<file path="src/rtl/core_lsu_wport.sv">
// core_lsu_wport: data cache write/refill port with a single-outstanding line-burst bus master
module core_lsu_wport #(
    parameter int WAY_CNT    = 2,
    parameter int LINE_WORDS = 4
) (
    input  logic                  clk,
    input  logic                  rst,
    input  logic                  refill_valid_i,
    input  logic                  uc_read_i,
    input  logic                  uc_write_valid_i,
    input  logic                  inv_valid_i,
    input  logic                  hit_write_i,
    input  logic [WAY_CNT-1:0]    wsel_i,
    input  logic [31:0]           addr_i,
    input  logic [1:0]            rwsize_i,
    input  logic [3:0]            wstrobe_i,
    input  logic [31:0]           wdata_i,
    input  logic [WAY_CNT*21-1:0] tag_rdata_i,
    output logic                  uop_ready_o,
    output logic                  read_ready_o,
    output logic [31:0]           rdata_o,
    output logic                  uc_write_ready_o,
    output logic [WAY_CNT-1:0]    tag_we_o,
    output logic [7:0]            tag_waddr_o,
    output logic [20:0]           tag_wdata_o,
    output logic [WAY_CNT*4-1:0]  data_we_o,
    output logic [9:0]            data_waddr_o,
    output logic [31:0]           data_wdata_o,
    output logic                  bus_req_valid_o,
    input  logic                  bus_req_ready_i,
    output logic                  bus_req_write_o,
    output logic [31:0]           bus_req_addr_o,
    output logic [1:0]            bus_req_size_o,
    output logic [7:0]            bus_req_len_o,
    output logic [31:0]           bus_wdata_o,
    output logic [3:0]            bus_wstrb_o,
    input  logic                  bus_rvalid_i,
    input  logic [31:0]           bus_rdata_i,
    input  logic                  bus_rlast_i,
    input  logic                  bus_bvalid_i
);
    localparam int TW = 21;
    localparam int VW = WAY_CNT > 1 ? $clog2(WAY_CNT) : 1;

    typedef enum logic [2:0] {IDLE, RF_REQ, RF_DATA, UR_REQ, UR_DATA, UW_REQ, UW_RESP, INV} state_t;

    state_t        state;
    logic [VW-1:0] vcnt, vcnt_nxt, vic, vic_pick;
    logic [1:0]    beat, size_q;
    logic [31:0]   addr_q, wdata_q;
    logic [3:0]    strb_q;
    logic          hit, rf_beat, rf_last, ur_done, rq_rf, rq_ur, rq_uw;
    logic          unused;

    assign unused = ^tag_rdata_i;
    assign vcnt_nxt = (vcnt == VW'(WAY_CNT - 1)) ? '0 : vcnt + 1'b1;

    // lowest invalid way wins; with every way valid fall back to round-robin
    always_comb begin
        vic_pick = vcnt;
        for (int w = WAY_CNT - 1; w >= 0; w--)
            if (!tag_rdata_i[w*TW+TW-1]) vic_pick = VW'(w);
    end

    always_ff @(posedge clk) begin
        if (rst) begin
            state   <= IDLE;
            vcnt    <= '0;
            vic     <= '0;
            beat    <= '0;
            addr_q  <= '0;
            size_q  <= '0;
            wdata_q <= '0;
            strb_q  <= '0;
        end else begin
            case (state)
                IDLE: begin
                    addr_q  <= addr_i;
                    size_q  <= rwsize_i;
                    wdata_q <= wdata_i;
                    strb_q  <= wstrobe_i;
                    beat    <= '0;
                    vic     <= vic_pick;
                    state   <= inv_valid_i ? INV : refill_valid_i ? RF_REQ : uc_read_i ? UR_REQ :
                               uc_write_valid_i ? UW_REQ : IDLE;
                end
                RF_REQ:  if (bus_req_ready_i) state <= RF_DATA;
                RF_DATA: if (bus_rvalid_i) begin
                    beat <= beat + 2'd1;
                    if (bus_rlast_i) begin
                        state <= IDLE;
                        vcnt  <= vcnt_nxt;
                    end
                end
                UR_REQ:  if (bus_req_ready_i) state <= UR_DATA;
                UR_DATA: if (bus_rvalid_i) state <= IDLE;
                UW_REQ:  if (bus_req_ready_i) state <= UW_RESP;
                UW_RESP: if (bus_bvalid_i) state <= IDLE;
                default: state <= IDLE;
            endcase
        end
    end

    assign hit     = state == IDLE && hit_write_i;
    assign rf_beat = state == RF_DATA && bus_rvalid_i;
    assign rf_last = rf_beat && bus_rlast_i;
    assign ur_done = state == UR_DATA && bus_rvalid_i;
    assign rq_rf   = state == RF_REQ;
    assign rq_ur   = state == UR_REQ;
    assign rq_uw   = state == UW_REQ;

    assign read_ready_o     = (rf_beat && beat == addr_q[3:2]) || ur_done;
    assign rdata_o          = read_ready_o ? bus_rdata_i : '0;
    assign uop_ready_o      = rf_last || ur_done || state == INV;
    assign uc_write_ready_o = rq_uw && bus_req_ready_i;

    always_comb begin
        for (int w = 0; w < WAY_CNT; w++) begin
            tag_we_o[w]        = state == INV || (rf_last && vic == VW'(w));
            data_we_o[w*4 +: 4] = hit ? {4{wsel_i[w]}} & wstrobe_i : (rf_beat && vic == VW'(w)) ? 4'hF : 4'h0;
        end
    end

    assign tag_waddr_o  = (state == INV || rf_last) ? addr_q[11:4] : '0;
    assign tag_wdata_o  = rf_last ? {1'b1, addr_q[31:12]} : '0;
    assign data_waddr_o = hit ? addr_i[11:2] : rf_beat ? {addr_q[11:4], beat} : '0;
    assign data_wdata_o = hit ? wdata_i : rf_beat ? bus_rdata_i : '0;

    assign bus_req_valid_o = rq_rf || rq_ur || rq_uw;
    assign bus_req_write_o = rq_uw;
    assign bus_req_addr_o  = rq_rf ? {addr_q[31:4], 4'b0} : (rq_ur || rq_uw) ? addr_q : '0;
    assign bus_req_size_o  = rq_rf ? 2'd2 : (rq_ur || rq_uw) ? size_q : '0;
    assign bus_req_len_o   = rq_rf ? 8'(LINE_WORDS - 1) : '0;
    assign bus_wdata_o     = rq_uw ? wdata_q : '0;
    assign bus_wstrb_o     = rq_uw ? strb_q : '0;

    a_hit_idle: assert property (@(posedge clk) disable iff (rst) hit_write_i |-> state == IDLE);
endmodule

</file>
<file path="config.mk">
export PLATFORM = sky130hd
export DESIGN_NAME = core_lsu_wport
export DESIGN_NICKNAME = d
export VERILOG_FILES = /design/src/rtl/core_lsu_wport.sv
export SDC_FILE = /design/constraint.sdc
export NUM_CORES = 1
export LEC_CHECK = 0
export BUFFER_PORTS_ARGS = -buffer_cell sky130_fd_sc_hd__buf_2
export CORE_AREA = 4 4 135 137
export DETAILED_ROUTE_END_ITERATION = 8
export DIE_AREA = 0 0 139 141
export GPL_TIMING_DRIVEN = 0
export PLACE_DENSITY = 0.6
export SYNTH_ARGS = -nofsm -noshare
export SYNTH_HDL_FRONTEND = slang
export SYNTH_SLANG_ARGS = --single-unit
</file>
<file path="constraint.sdc">
create_clock -name clk -period 4.4 [get_ports clk]
set_clock_uncertainty 0.05 [all_clocks]
set_input_delay 0.22 -clock clk [delete_from_list [all_inputs] [get_ports clk]]
set_output_delay 0.22 -clock clk [all_outputs]
set_load 0.02 [all_outputs]
</file>
== After elaboration in Yosys (flattened, before gate mapping) ==
Index checks and enable logic that the tools add are counted.

* Add/subtract/negate cells: 2
* Equal/unequal tests: 15
* Multiplexer cells: 35
* Bitwise operators: 3
* Reduce and logical (&&, ||, !) cells: 24

{| class="wikitable"
|+ Operator list
! cell !! count
|-
| $mux 32 || 6
|-
| $mux 3 || 11
|-
| $mux 21 || 1
|-
| $pmux 3 s7 || 1
|-
| $mux 10 || 2
|-
| $mux 4 || 5
|-
| $ne 2x2->1 const B || 7
|-
| $eq 3x3->1 const B || 4
|-
| $logic_and 1x1->1 || 10
|-
| $logic_or 1x1->1 || 9
|-
| $and 4x4->4 || 2
|-
| $mux 2 || 4
|-
| $mux 8 || 1
|-
| $reduce_and 7->1 || 1
|-
| $eq 3x2->1 const B || 2
|-
| $pmux 2 s2 || 1
|-
| $eq 3x1->1 const B || 1
|-
| $logic_not 3->1 || 1
|-
| $mux 1 || 3
|-
| $reduce_and 3->1 || 1
|-
| $add 2x1->2 const B || 1
|-
| $eq 2x2->1 || 1
|-
| $reduce_and 2->1 || 1
|-
| $reduce_bool 2->1 || 1
|-
| 2 further kinds || 2
|}

* Flip-flop bits (word level): 77
* Input port bits: 157
* Output and inout bits: 196
* Logic and storage cells: 87

== Depth between registers and ports, before layout ==
* Word-level depth: 5
* Mapped depth: 6
* Mapped depth without buffers: 5

== Worst setup path after synthesis ==
Ideal clock, no wire load.

* Path type: register -> output
* From: register state[0]
* To: output port bus_req_addr_o[22]
* Arrival time: 1,317 ps
* Required time: 4,130 ps
* Setup slack: 2,813 ps
* Cell stages (with the launch flop): 5
* Path buffers: 2
* Path through: dfxtp_1 > buf_6 > a21boi_2 > clkbuf_1 > and2_1

* Cells in the longest elaborated chain, start to end: 4
* Elaborated cells between the ends (all ways): 6
* Classes of those cells: eq/ne (3); mux (2); reduce/logical (1)

{| class="wikitable"
|+ Ends and longest elaborated chain
! element !! line !! text
|-
| start: declaration || 47 || <nowiki>state_t state;</nowiki>
|-
| start signal: assignment || 84 || <nowiki>state <= inv_valid_i ? INV : refill_valid_i ? RF_REQ : uc_read_i ? UR_REQ :</nowiki>
|-
| $eq 3x2->1 / $eq 3x3->1 (equally long branches) || 109, 110 ||
|-
| $logic_or 1x1->1 || 131 || <nowiki>assign bus_req_addr_o = rq_rf ? {addr_q[31:4], 4'b0} : (rq_ur || rq_uw) ? addr_q : '0;</nowiki>
|-
| $mux 32 || 131 ||
|-
| $mux 32 (*) || 131 ||
|-
| end: declaration || 32 || <nowiki>output logic [31:0] bus_req_addr_o,</nowiki>
|}

Every way passes the cells marked *; elsewhere a longest branch is shown, timed or not.

== Worst setup path after layout ==
* From: register state[2]
* To: output port rdata_o[18]

* Cells in the longest elaborated chain, start to end: 5
* Elaborated cells between the ends (all ways): 7
* Classes of those cells: eq/ne (2); mux (1); reduce/logical (4)

{| class="wikitable"
|+ Ends and longest elaborated chain
! element !! line !! text
|-
| $eq 3x2->1 || 105 || <nowiki>assign rf_beat = state == RF_DATA && bus_rvalid_i;</nowiki>
|-
| $logic_and 1x1->1 || 105 ||
|-
| $logic_and 1x1->1 || 112 || <nowiki>assign read_ready_o = (rf_beat && beat == addr_q[3:2]) || ur_done;</nowiki>
|-
| $logic_or 1x1->1 (*) || 112 ||
|-
| $mux 32 (*) || 113 || <nowiki>assign rdata_o = read_ready_o ? bus_rdata_i : '0;</nowiki>
|-
| end: declaration || 21 || <nowiki>output logic [31:0] rdata_o,</nowiki>
|}

Marked as above.

==> impl_metrics.toml <==
[outcome]
status = "finished clean"

[synth]
syn_inst = 592
ys_types = 36
synth_top_flop_cell = "dfxtp_1"
syn_area_um2 = 4460
ys_warn_count = 0
synth_area_per_cell_um2 = 7.54
synth_edf_count = 0
synth_seq_cells = 77
synthArstFlopShare = 0
yosysSeqAreaShare = 0.345

[sta]
max_clock_freq_ghz = 0.407
layout_setup_ws_ns = 1.94
worstMarginPinSlew_ns = 0.806
hold_viol = 0
final-max-slew-violation-count = 0
rsz0062_at_grt = "false"
setup_tns_ns = 0
relSlewSlack = 0.462
setup_violations = 0
fin_hold_ws_ns = 0.0632
finalCriticalPeriod_ns = 2.46
period_share = 0.558

[floorplanning]
ios = 353
die_h_um = 141
core-area_um2 = 17100
initial_core_util = 0.262
die-area_um2 = 19600
fp-row-count = 48
die_x_um = 139

[power]
p_leak_nw = 3.57
powerDensity_nw_per_um2 = 585
p_seq_frac = 0.274
comb_power_share = 0.537
internal-power_mw = 2.12
switchingPower_mw = 1.74
p_clk_frac = 0.189
p_total_mw = 3.85
swShare = 0.450
irDropWorstVdd_mv = 0.199

[clock_network]
postCtsHoldBufs = 0
clock-root-buffer = "clkbuf_16"
post_cts_buffers = 0
cts_tree = "yes"
worst_setup_hold_path_clk_slew_ns = 0.06
cts_buffers = 9
clock-sinks = 77
clk_latency_ns = 0.34
clk_path_buf_depth = 2
h-tree-depth = 3
cts-resized-gates = 0

[place]
dpl_cell_area_um2 = 6290
dpl.hpwl_mm = 14.9
place_congestion = 0.833
pre_cts_slack_ns = 2.28
portBuffers = 305

[final_layout]
fillers = 1872
final_cell_mix = "buf_2 (320), nand2_1 (143), and2_1 (131), a21oi_1 (77), dfxtp_1 (77)"
final_common_cell = "buf_2"
syn_to_final_growth_pct = 47.6
multi_input_area_um2 = 2530
drive_gt1_frac = 0.410
stdcell_area_um2 = 6590
num-nets-final = 1070
seq_area_um2 = 1540

[global_route]
track_usage = 0.185
antenna_found_initial = 2
grt_pass1_vias = 4982
grt_pass1_wl_mm = 28.3
grt_max_degree = 12
grt.overflow.total = 0

[critical_path]
cp.required_ns = 4.13
end_kind = "output port"
arrival_ns = 2.19
critPathKind = "reg -> out"
startpoint_type = "flip-flop"
crit_path_max_fanout = 10

[route]
drc_errors = 0
via_count = 5105
drt-pass1-iter-count = 6
via_per_inst = 4.46
ant_nets = 0
drt_iter0_drc = 165
wl_per_cell_um = 16.2
wirelength_mm = 18.6

[hold_path]
min_path_type = "in -> reg"

[job]
maxCapViolations = 0
power by group through the flow:
stage,sequential (mW),clock (mW),combinational [mW]
floorplan,1.03,0,1.42
global placement,1.07,0,2.09
global route,1.09,0.782,2.28
finish,1.06,0.727,2.07
detailed placement,1.07,0,2.10
CTS,1.06,0.755,2.10
cells in the mapped netlist, drive strengths merged (3+ instances only):
cell    number  share of area
a31o         4         0.0078
nor2b        3         0.0042
a31oi        3         0.0042
nor3         3         0.0056
nand2      153           0.13
dfxtp       77           0.35
xnor2        3         0.0059
nand2b       4         0.0056
and2       131           0.18
nand3        7         0.0078
a21oi       77          0.086
a22o        41          0.080
clkbuf      20          0.018
buf         40          0.071
inv          3         0.0025
nor2         4         0.0039
o21a         3         0.0050
final timing paths:
path | start | endpoint | slack (ns) | cells after the start
max | state[2] | rdata_o[18] | 1.94 | 6
min | addr_i[29] | addr_q[29] | 0.06 | 3
max reg2reg | state[0] | wdata_q[15] | 2.62 | 5
min reg2reg | wdata_q[8] | wdata_q[8] | 0.40 | 2
logic make-up after synthesis:
| group | count (synthesis) | synth area share |
|---|---|---|
| simple gates | 311 | 0.356 |
| compound gates | 136 | 0.198 |
| flops | 77 | 0.345 |
| buf+inv | 63 | 0.0919 |
| xor+xnor | 4 | 0.00785 |
| other cells | 1 | 0.000840 |
through the flow:
step | std cells | utilization
6_report | 1145 | 0.386
5_1_grt | 1143 | 0.386
4_1_cts | 1143 | 0.386
3_5_place_dp | 1127 | 0.369
3_3_place_gp | 1127 | 0.369
2_1_floorplan | 597 | -
flip-flops by register name, summed over array words and instances, names as in the netlist:
register and cells:
beat 2, wdata_q 32, vcnt 1, strb_q 4
size_q 2, vic 1, addr_q 32, state 3
metal layers:
layer	vias to the layer above	share of wire	track usage	wire length, µm
met3	25	0.071	0.0492	1310
met4	2	0.021	0.0582	393
met1	2284	0.43	0.222	7940
met2	211	0.48	0.322	8920
met5	-	0.00070	0	13
li1	2583	-	-	-
critical path, cell delays in order (launching register included):
cell and delay, ns:
dfxtp_1 0.41, nor2b_1 0.24, a31oi_1 0.07, nor2_2 0.48
clkbuf_2 0.32, and2_1 0.16, buf_2 0.16
final cells by class:
cell class                 instances  area share
multi-input combinational        457       0.384
sequential                        77       0.234
timing repair buffer             305       0.232
buffer                            60      0.0606
clock buffer                      16      0.0443
tap                              225      0.0427
inverter                           3     0.00171
antenna                            2    0.000760
Note: power is estimated with default switching activity, not from simulation.
